--- config.mk ---
export PLATFORM = sky130hd
export DESIGN_NAME = alarm_scheduler_flat
export DESIGN_NICKNAME = d
export VERILOG_FILES = /design/src/rtl/alarm_scheduler_if.sv /design/src/rtl/alarm_scheduler.sv /design/src/flat_wrapper.sv
export SDC_FILE = /design/constraint.sdc
export NUM_CORES = 1
export LEC_CHECK = 0
export BUFFER_PORTS_ARGS = -buffer_cell sky130_fd_sc_hd__buf_4
export CAP_MARGIN = 5
export CORE_ASPECT_RATIO = 0.5
export CORE_MARGIN = 2
export CORE_UTILIZATION = 40
export DETAILED_ROUTE_END_ITERATION = 8
export PLACE_DENSITY = 0.64
export SYNTH_ARGS = -nofsm -noshare
export SYNTH_HDL_FRONTEND = slang
export SYNTH_SLANG_ARGS = --single-unit
--- constraint.sdc ---
create_clock -name CLK_50 -period 2.7 [get_ports CLK_50]
set_input_delay 0.135 -clock CLK_50 [delete_from_list [all_inputs] [get_ports CLK_50]]
set_output_delay 0.135 -clock CLK_50 [all_outputs]
set_load 0.05 [all_outputs]
--- src/rtl/alarm_scheduler_if.sv ---
// Alarm sequencer bus: time-of-day inputs, keyboard load/keys, and the ring/stored-alarm outputs.
interface alarm_scheduler_if;
    logic       sec_tick;
    logic [5:0] clock_hour;
    logic [5:0] clock_minute;
    logic [5:0] clock_second;
    logic       alarm_arm;
    logic       alarm_load;
    logic [5:0] alarm_h;
    logic [5:0] alarm_m;
    logic [5:0] alarm_s;
    logic       stop_key;
    logic       snooze_key;
    logic       ring;
    logic       ring_blink;
    logic       snoozing;
    logic       load_err;
    logic [5:0] alarm_hour_q;
    logic [5:0] alarm_minute_q;
    logic [5:0] alarm_second_q;

    modport master (
        output sec_tick, clock_hour, clock_minute, clock_second,
        output alarm_arm, alarm_load, alarm_h, alarm_m, alarm_s, stop_key, snooze_key,
        input  ring, ring_blink, snoozing, load_err,
        input  alarm_hour_q, alarm_minute_q, alarm_second_q
    );
    modport slave (
        input  sec_tick, clock_hour, clock_minute, clock_second,
        input  alarm_arm, alarm_load, alarm_h, alarm_m, alarm_s, stop_key, snooze_key,
        output ring, ring_blink, snoozing, load_err,
        output alarm_hour_q, alarm_minute_q, alarm_second_q
    );
endinterface

--- src/rtl/alarm_scheduler.sv ---
// Alarm sequencer: stores the alarm time, triggers on the matching second tick, and
// sequences ringing / snooze / timeout. Every output comes straight from a flop.
module alarm_scheduler #(
    parameter int RING_TIMEOUT_S = 60,
    parameter int SNOOZE_S       = 300,
    parameter int MAX_SNOOZE     = 3
) (
    input  logic               CLK_50,
    input  logic               reset_en,
    alarm_scheduler_if.slave   bus
);
    typedef enum logic [1:0] {IDLE, ARMED, RINGING, SNOOZE} state_e;

    localparam logic [11:0] RING_LAST  = 12'(RING_TIMEOUT_S - 1);
    localparam logic [11:0] SNOOZE_LEN = 12'(SNOOZE_S);
    localparam logic [1:0]  SNOOZE_MAX = 2'(MAX_SNOOZE);

    state_e      state_q, state_d;
    logic [11:0] ring_cnt_q, ring_cnt_d;
    logic [11:0] snooze_cnt_q, snooze_cnt_d;
    logic [1:0]  snooze_used_q, snooze_used_d;
    logic        ring_q, ring_d;
    logic        ring_blink_q, ring_blink_d;
    logic        snoozing_q, snoozing_d;
    logic        load_err_q, load_err_d;
    logic [5:0]  alarm_hour_q, alarm_hour_d;
    logic [5:0]  alarm_minute_q, alarm_minute_d;
    logic [5:0]  alarm_second_q, alarm_second_d;
    logic        load_ok;
    logic        time_match;

    assign load_ok    = (bus.alarm_h < 6'd24) && (bus.alarm_m < 6'd60) && (bus.alarm_s < 6'd60);
    assign time_match = (bus.clock_hour == alarm_hour_q) && (bus.clock_minute == alarm_minute_q) &&
                        (bus.clock_second == alarm_second_q);

    always_comb begin
        state_d        = state_q;
        ring_cnt_d     = ring_cnt_q;
        snooze_cnt_d   = snooze_cnt_q;
        snooze_used_d  = snooze_used_q;
        ring_blink_d   = ring_blink_q;
        load_err_d     = bus.alarm_load && !load_ok;
        alarm_hour_d   = alarm_hour_q;
        alarm_minute_d = alarm_minute_q;
        alarm_second_d = alarm_second_q;

        // Storing a valid load is independent of the arm switch; only state effects are prioritised.
        if (bus.alarm_load && load_ok) begin
            alarm_hour_d   = bus.alarm_h;
            alarm_minute_d = bus.alarm_m;
            alarm_second_d = bus.alarm_s;
        end

        if (!bus.alarm_arm) begin
            state_d       = IDLE;
            snooze_used_d = 2'd0;
        end else if (state_q == IDLE) begin
            state_d = ARMED;
        end else if (bus.alarm_load) begin
            // Any load claims the cycle; a valid one also cancels an active alarm event.
            if (load_ok && state_q != ARMED) begin
                state_d       = ARMED;
                snooze_used_d = 2'd0;
            end
        end else begin
            case (state_q)
                ARMED: begin
                    if (bus.sec_tick && time_match) begin
                        state_d      = RINGING;
                        ring_cnt_d   = 12'd0;
                        ring_blink_d = 1'b1;
                    end
                end
                RINGING: begin
                    if (bus.stop_key) begin
                        state_d       = ARMED;
                        snooze_used_d = 2'd0;
                    end else if (bus.snooze_key && snooze_used_q < SNOOZE_MAX) begin
                        state_d       = SNOOZE;
                        snooze_cnt_d  = SNOOZE_LEN;
                        snooze_used_d = snooze_used_q + 2'd1;
                    end else if (bus.sec_tick) begin
                        if (ring_cnt_q == RING_LAST) begin
                            state_d       = ARMED;
                            snooze_used_d = 2'd0;
                        end else begin
                            ring_cnt_d   = ring_cnt_q + 12'd1;
                            ring_blink_d = !ring_blink_q;
                        end
                    end
                end
                SNOOZE: begin
                    if (bus.stop_key) begin
                        state_d       = ARMED;
                        snooze_used_d = 2'd0;
                    end else if (bus.sec_tick) begin
                        snooze_cnt_d = snooze_cnt_q - 12'd1;
                        if (snooze_cnt_q == 12'd1) begin
                            state_d      = RINGING;
                            ring_cnt_d   = 12'd0;
                            ring_blink_d = 1'b1;
                        end
                    end
                end
                default: state_d = IDLE;
            endcase
        end

        if (state_d != RINGING) ring_blink_d = 1'b0;
        ring_d     = (state_d == RINGING);
        snoozing_d = (state_d == SNOOZE);
    end

    always_ff @(posedge CLK_50 or negedge reset_en) begin
        if (!reset_en) begin
            state_q        <= IDLE;
            ring_cnt_q     <= 12'd0;
            snooze_cnt_q   <= 12'd0;
            snooze_used_q  <= 2'd0;
            ring_q         <= 1'b0;
            ring_blink_q   <= 1'b0;
            snoozing_q     <= 1'b0;
            load_err_q     <= 1'b0;
            alarm_hour_q   <= 6'd0;
            alarm_minute_q <= 6'd0;
            alarm_second_q <= 6'd0;
        end else begin
            state_q        <= state_d;
            ring_cnt_q     <= ring_cnt_d;
            snooze_cnt_q   <= snooze_cnt_d;
            snooze_used_q  <= snooze_used_d;
            ring_q         <= ring_d;
            ring_blink_q   <= ring_blink_d;
            snoozing_q     <= snoozing_d;
            load_err_q     <= load_err_d;
            alarm_hour_q   <= alarm_hour_d;
            alarm_minute_q <= alarm_minute_d;
            alarm_second_q <= alarm_second_d;
        end
    end

    assign bus.ring           = ring_q;
    assign bus.ring_blink     = ring_blink_q;
    assign bus.snoozing       = snoozing_q;
    assign bus.load_err       = load_err_q;
    assign bus.alarm_hour_q   = alarm_hour_q;
    assign bus.alarm_minute_q = alarm_minute_q;
    assign bus.alarm_second_q = alarm_second_q;
endmodule

--- src/flat_wrapper.sv ---
// flat-port wrapper written by rule: the top's interface ports become plain ports
module alarm_scheduler_flat 
#(
    parameter int RING_TIMEOUT_S = 60,
    parameter int SNOOZE_S       = 300,
    parameter int MAX_SNOOZE     = 3
)
  (CLK_50, reset_en, bus_sec_tick, bus_clock_hour, bus_clock_minute, bus_clock_second, bus_alarm_arm, bus_alarm_load, bus_alarm_h, bus_alarm_m, bus_alarm_s, bus_stop_key, bus_snooze_key, bus_ring, bus_ring_blink, bus_snoozing, bus_load_err, bus_alarm_hour_q, bus_alarm_minute_q, bus_alarm_second_q);
  alarm_scheduler_if bus_i ();
  input  logic CLK_50;
  input  logic reset_en;
  input wire logic [$bits(bus_i.sec_tick)-1:0] bus_sec_tick;
  input wire logic [$bits(bus_i.clock_hour)-1:0] bus_clock_hour;
  input wire logic [$bits(bus_i.clock_minute)-1:0] bus_clock_minute;
  input wire logic [$bits(bus_i.clock_second)-1:0] bus_clock_second;
  input wire logic [$bits(bus_i.alarm_arm)-1:0] bus_alarm_arm;
  input wire logic [$bits(bus_i.alarm_load)-1:0] bus_alarm_load;
  input wire logic [$bits(bus_i.alarm_h)-1:0] bus_alarm_h;
  input wire logic [$bits(bus_i.alarm_m)-1:0] bus_alarm_m;
  input wire logic [$bits(bus_i.alarm_s)-1:0] bus_alarm_s;
  input wire logic [$bits(bus_i.stop_key)-1:0] bus_stop_key;
  input wire logic [$bits(bus_i.snooze_key)-1:0] bus_snooze_key;
  output wire logic [$bits(bus_i.ring)-1:0] bus_ring;
  output wire logic [$bits(bus_i.ring_blink)-1:0] bus_ring_blink;
  output wire logic [$bits(bus_i.snoozing)-1:0] bus_snoozing;
  output wire logic [$bits(bus_i.load_err)-1:0] bus_load_err;
  output wire logic [$bits(bus_i.alarm_hour_q)-1:0] bus_alarm_hour_q;
  output wire logic [$bits(bus_i.alarm_minute_q)-1:0] bus_alarm_minute_q;
  output wire logic [$bits(bus_i.alarm_second_q)-1:0] bus_alarm_second_q;
  assign bus_i.sec_tick = bus_sec_tick;
  assign bus_i.clock_hour = bus_clock_hour;
  assign bus_i.clock_minute = bus_clock_minute;
  assign bus_i.clock_second = bus_clock_second;
  assign bus_i.alarm_arm = bus_alarm_arm;
  assign bus_i.alarm_load = bus_alarm_load;
  assign bus_i.alarm_h = bus_alarm_h;
  assign bus_i.alarm_m = bus_alarm_m;
  assign bus_i.alarm_s = bus_alarm_s;
  assign bus_i.stop_key = bus_stop_key;
  assign bus_i.snooze_key = bus_snooze_key;
  assign bus_ring = bus_i.ring;
  assign bus_ring_blink = bus_i.ring_blink;
  assign bus_snoozing = bus_i.snoozing;
  assign bus_load_err = bus_i.load_err;
  assign bus_alarm_hour_q = bus_i.alarm_hour_q;
  assign bus_alarm_minute_q = bus_i.alarm_minute_q;
  assign bus_alarm_second_q = bus_i.alarm_second_q;
  alarm_scheduler #(.RING_TIMEOUT_S(RING_TIMEOUT_S), .SNOOZE_S(SNOOZE_S), .MAX_SNOOZE(MAX_SNOOZE)) u_core (.CLK_50(CLK_50), .reset_en(reset_en), .bus(bus_i));
endmodule
Word-level counts from Yosys, hierarchy flattened
Cells that the tools add are included.
{ "op_classes": {"bitwise_logic": 2, "addsub": 3, "n_reduce_logical": 20, "n_mux": 50, "eq_ne": 37, "magnitude_cmp": 4} }
{ "ops": {"columns": ["cell", "n"], "rows": [
  ["$mux 12", 12],
  ["$mux 2", 21],
  ["$pmux 12 s3", 1],
  ["$pmux 12 s2", 1],
  ["$reduce_and 12->1", 2],
  ["$eq 6x6->1", 3],
  ["$ne 2x2->1 const B", 9],
  ["$ne 3x2->1 const B", 5],
  ["$add 12x1->12 const B", 1],
  ["$eq 12x1->1 const B", 1],
  ["$eq 12x6->1 const B", 1],
  ["$lt 6x6->1 const B", 2],
  ["$mux 1", 12],
  ["$sub 12x1->12 const B", 1],
  ["$ne 2x1->1 const B", 5],
  ["$logic_and 1x1->1", 9],
  ["$eq 2x2->1 const B", 4],
  ["$reduce_and 8->1", 1],
  ["$lt 6x5->1 const B", 1],
  ["$ne 3x1->1 const B", 2],
  ["$ne 3x3->1 const B", 2],
  ["$ne 6x4->1 const B", 1],
  ["$ne 6x5->1 const B", 1],
  ["$pmux 2 s3", 1],
  ["14 further kinds", 17]
]} }
{ "totals": {"output_inout_bits": 22, "input_bits": 43, "elab_cells": 127, "register_bits": 50} }

Logic depth before layout (Yosys ltp)
{ "depth": {"ltp_word": 12, "mapped_depth": 9, "ltp_nobuf": 9} }

Worst setup path before layout
No wires, ideal clock.
{ "synth_timing": {"path_type": "register to register", "from": "reg u_core.state_q[1]", "to": "reg u_core.snooze_cnt_q[11]", "t_arrival_ns": 2.280, "stages_incl_launch_ff": 8, "required_time_ns": 2.622, "synth_period_minus_slack_ns": 2.358, "setup_slack_ns": 0.342, "cell_sequence": "dfrtp_1 -> inv_1 -> ha_1 -> or4b_4 -> a2111oi_4 -> nand4_4 -> or3_1 -> a21oi_1"} }
{ "synth_between": {"elab_chain_len": 3} }
{ "synth_rtl": {"columns": ["item", "line", "rtl"], "rows": [
  ["start: declaration", "alarm_scheduler.sv:18", "state_e state_q, state_d;"],
  ["start signal: assignment", "alarm_scheduler.sv:128", "state_q <= state_d;"],
  ["$eq 2x2->1 or $logic_not 2->1 (tied branches)", "alarm_scheduler.sv:66, alarm_scheduler.sv:57", null],
  ["$ne 2x1->1 (no line), or another cell as far along", null, null],
  ["$reduce_and 8->1 (no line)", null, null],
  ["end signal: assignment", "alarm_scheduler.sv:130", "snooze_cnt_q <= snooze_cnt_d;"],
  ["end: declaration", "alarm_scheduler.sv:20", "logic [11:0] snooze_cnt_q, snooze_cnt_d;"]
]} }
Parallel ways exist; a longest one is shown, timed or not.
A chain may end at the register's enable or synchronous reset.

Final worst setup path
{ "layout_timing": {"from": "reg u_core.snooze_cnt_q[4]", "to": "reg u_core.ring_cnt_q[5]"} }
{ "layout_between": {"elab_chain_len": 3} }
{ "layout_rtl": {"columns": ["item", "line", "rtl"], "rows": [
  ["$eq 12x1->1", "alarm_scheduler.sv:98", "if (snooze_cnt_q == 12'd1) begin"],
  ["$ne 2x1->1 (no line)", null, null],
  ["$reduce_and 12->1 (no line)", null, null],
  ["end signal: assignment", "alarm_scheduler.sv:129", "ring_cnt_q <= ring_cnt_d;"],
  ["end: declaration", "alarm_scheduler.sv:19", "logic [11:0] ring_cnt_q, ring_cnt_d;"]
]} }
No other way between the ends.

==> reports/results.ini <==
[status]
run_status=completed

[detailed_routing]
routedLengthMet1_mm=3.45
met3WireLength_um=347
finalWirelength_mm=7.07
route.antenna.remaining_nets=0
wire_per_inst_um=15.5
met2_wirelength_mm=3.22
routed.top_layer=met4
dr.first_iter.drc_count=150
vias_per_cell=5.44
drc=0
drt-pass1-iter-count=4
vias=2485

[cts]
worst_setup_hold_path_clk_slew_ns=0.07
tritoncts_clock_tree=done
ctsLongestPathBuffers=2
post_cts.resized_instances=0
cts_inserted_buffers=5
clock_tree.htree_level_count=2
clk_root_buffer_cell=sky130_fd_sc_hd__clkbuf_16
clkSinkCount=50
worst_skew_pair.late_latency_ns=0.29

[sta]
final_hold_viol_count=0
worst_pin_slew_ns=0.798
max-slew-margin-rel=0.461
setup-violations-final=0
finalClockSkew_ns=0.00631
maxClockFrequency_mhz=399
slew_violations=0
final_period_minus_worst_setup_slack_ns=2.51
layout_setup_ws_ns=0.194
final.period_utilization=0.928
rsz0062_at_grt=no
timing.setup.tns_ns=0

[synthesis]
synth.top_cell.area_share=0.425
netlist_area_um2=2940
synth.cells.most_frequent=sky130_fd_sc_hd__dfrtp_1, sky130_fd_sc_hd__xnor2_1, sky130_fd_sc_hd__nor2_1, sky130_fd_sc_hd__nand2_1, sky130_fd_sc_hd__o31ai_1
yosys.cell_count.top_type=sky130_fd_sc_hd__dfrtp_1
yosys_warnings=0
synth_compound_gate_area_share=0.170
synth-adder-area-share=0.0340
synthMuxAreaShare=0.0685
post_synth_num_cell_types=60
synth_async_sr_flop_share=1.00
synth_top_area_cell=sky130_fd_sc_hd__dfrtp_1
seq_total_area_yosys=0.425
synth_fp_nets=341
yosys_most_used_dff=sky130_fd_sc_hd__dfrtp_1
synth_simple_gate_area_share=0.197
synthTopCellsByArea=sky130_fd_sc_hd__dfrtp_1, sky130_fd_sc_hd__xnor2_1, sky130_fd_sc_hd__mux2_2, sky130_fd_sc_hd__o31ai_1, sky130_fd_sc_hd__ha_1
synth-edff-count=0
synth_cells=290
synth.ff_latch_count=50
synth_xor_area_frac=0.0685
main_combinational_cell_family_by_area_after_synthesis=simple AND/OR/NAND/NOR gates
syn_avg_cell_area_um2=10.1

[setup_path]
critPathBufInv=1
timing.critical_path.arrival_ns=2.70
worst_path_dominant_cell_family=simple AND/OR/NAND/NOR gates
rrSetupSlack_ns=0.19
critPathKind=reg -> reg
max_stage_delay_ns=0.59
timing.rr.start=u_core.snooze_cnt_q[4]
cp-end-kind=register
worst-endpoint-required_ns=2.89
reg2reg_to=u_core.ring_cnt_q[5]
worst_r2r_path_depth=7
worst-path-max-fanout=7
worst_path_max_delay_cell=sky130_fd_sc_hd__or4_4
setup.worst_path.start_class=register
crit_chain=or4_4 > nand4b_1 > nand2_1 > o2111a_1 > nand3_1 > buf_4 > o31ai_1

[power_and_ir_drop]
power.density_cell_area_nw_per_um2=567
p_total_mw=2.11
total_leakage_power_nw=1.62
power.ir.vdd_worst_uv=378

[grt]
gr-total-overflow=0
antenna_found_initial=0
grt_pass1_vias=2522
grt.total_usage=0.183
grt_max_degree=51
grt_first_pass_wirelength_mm=11.9

[hold_path]
hold_class=in -> reg
hold_path_startpoint=bus_alarm_h[2]
hold_path_depth=2
worst_case_hold_path_end_point=u_core.bus.alarm_hour_q[2]

[cells_and_area]
share_of_layout_cells_above_drive_strength_1=0.310
area_growth_syn_to_layout_pct=26.7
finish.cell_count_without_fillers=457
layout.nets=411
postLayoutCoreUtil=0.515
num_antenna_cells=0

[floorplan]
die_y_um=64.7
num_io_pins=65
num_rows=22
core_box_area_um2=7240
fp.dieArea_um2=8100
initial_core_util=0.406
die-width_um=125

[placement]
placed_cells_incl_taps=448
number_of_buffers_inserted_by_port_buffering=64
preCtsSetupSlack_ns=0.226
post-dp-hpwl_mm=5.35
place.gp.congestion=0.889

[job]
maxCapViolCount=0

[what timing repair did]
action                                  CTS  global route
buffers inserted                          0             0
endpoints found under the setup margin    0             0
hold buffers                              1             0
endpoints found under the hold margin    50             0
[cells by family after synthesis]
| family | Yosys count |
|---|---|
| flops | 50 |
| compound gates | 67 |
| xor+xnor | 23 |
| buf+inv | 23 |
| fa+ha+maj | 8 |
| simple gates | 101 |
| mux | 18 |
[through the flow]
stage	hold WS (ns)	area, um^2
2_1_floorplan	-0.161	2940
3_3_place_gp	0.199	3550
3_5_place_dp	0.207	3550
4_1_cts	0.0675	3730
5_1_grt	0.0724	3730
6_report	0.0718	3730
[how the worst max path moves through the flow]
stage,from,endpoint,depth (start not counted)
6_report,u_core.snooze_cnt_q[4],u_core.ring_cnt_q[5],7
5_1_grt,u_core.snooze_cnt_q[4],u_core.ring_cnt_q[11],6
4_1_cts,u_core.snooze_cnt_q[4],u_core.ring_cnt_q[5],7
3_5_place_dp,u_core.snooze_cnt_q[4],u_core.ring_cnt_q[11],6
3_3_place_gp,u_core.snooze_cnt_q[4],u_core.bus.ring_blink,6
2_1_floorplan,u_core.state_q[1],u_core.snooze_cnt_q[11],7
[registers in the layout (all words and copies together), names as in the netlist]
name	flops
u_core.bus.snoozing	1
u_core.snooze_used_q	2
u_core.bus.ring_blink	1
u_core.snooze_cnt_q	12
u_core.bus.load_err	1
u_core.bus.alarm_minute_q	6
u_core.state_q	2
u_core.bus.ring	1
u_core.ring_cnt_q	12
u_core.bus.alarm_hour_q	6
u_core.bus.alarm_second_q	6
[layer usage]
layer / vias up / global-route usage
met5: - / 0
met4: 0 / 0.0444
met3: 6 / 0.0438
met2: 64 / 0.302
met1: 1195 / 0.245
li1: 1220 / -
[where the power goes]
part / switching (mW) / leakage [nW] / internal [mW]
logic: 0.328 / 0.894 / 0.218
registers: 0.0544 / 0.653 / 0.806
clock network: 0.271 / 0.0771 / 0.438
[worst register-to-register path: cells and delay by family (launching register included)]
family                 cells  cell delay, ns
and+or+nand+nor            4            1.24
DFF                        1            0.47
AOI/OAI and AO/OA          2            0.47
buffers and inverters      1            0.23
[area by class of cell]
cell class	count	area [um^2]
clock buffers	6	129
clock inverters	2	37.5
fillers	672	3510
inverters	11	41.3
multi-input cells	217	1580
flip-flops and latches	50	1250
well taps	96	120
repair buffers	75	566
[cells in the final DEF, fill, tap and decap left out, types with 2 or more instances in the layout]
cell	netlist	layout
sky130_fd_sc_hd__buf_4	1	74
sky130_fd_sc_hd__dfrtp_1	50	50
sky130_fd_sc_hd__xnor2_1	23	23
sky130_fd_sc_hd__nor2_1	20	20
sky130_fd_sc_hd__nand2_1	19	19
sky130_fd_sc_hd__o31ai_1	19	19
sky130_fd_sc_hd__mux2_2	17	17
sky130_fd_sc_hd__nand3_1	15	15
sky130_fd_sc_hd__o21ai_0	11	11
sky130_fd_sc_hd__inv_1	10	10
sky130_fd_sc_hd__nand4_1	8	8
sky130_fd_sc_hd__ha_1	8	8
sky130_fd_sc_hd__a31oi_1	7	7
sky130_fd_sc_hd__nor3_1	6	6
sky130_fd_sc_hd__a21oi_1	5	5
sky130_fd_sc_hd__clkbuf_16	0	5
sky130_fd_sc_hd__nor4_2	3	3
sky130_fd_sc_hd__nand2b_1	3	3
sky130_fd_sc_hd__and2_1	3	3
sky130_fd_sc_hd__or3_1	3	3
sky130_fd_sc_hd__nor4_1	3	3
sky130_fd_sc_hd__and3_1	3	3
sky130_fd_sc_hd__nor2b_1	2	2
sky130_fd_sc_hd__o211ai_1	2	2
sky130_fd_sc_hd__o22ai_1	2	2
sky130_fd_sc_hd__o21ai_1	2	2
sky130_fd_sc_hd__o41ai_1	2	2
sky130_fd_sc_hd__o21a_1	2	2
(Power assumes the default switching activity.)
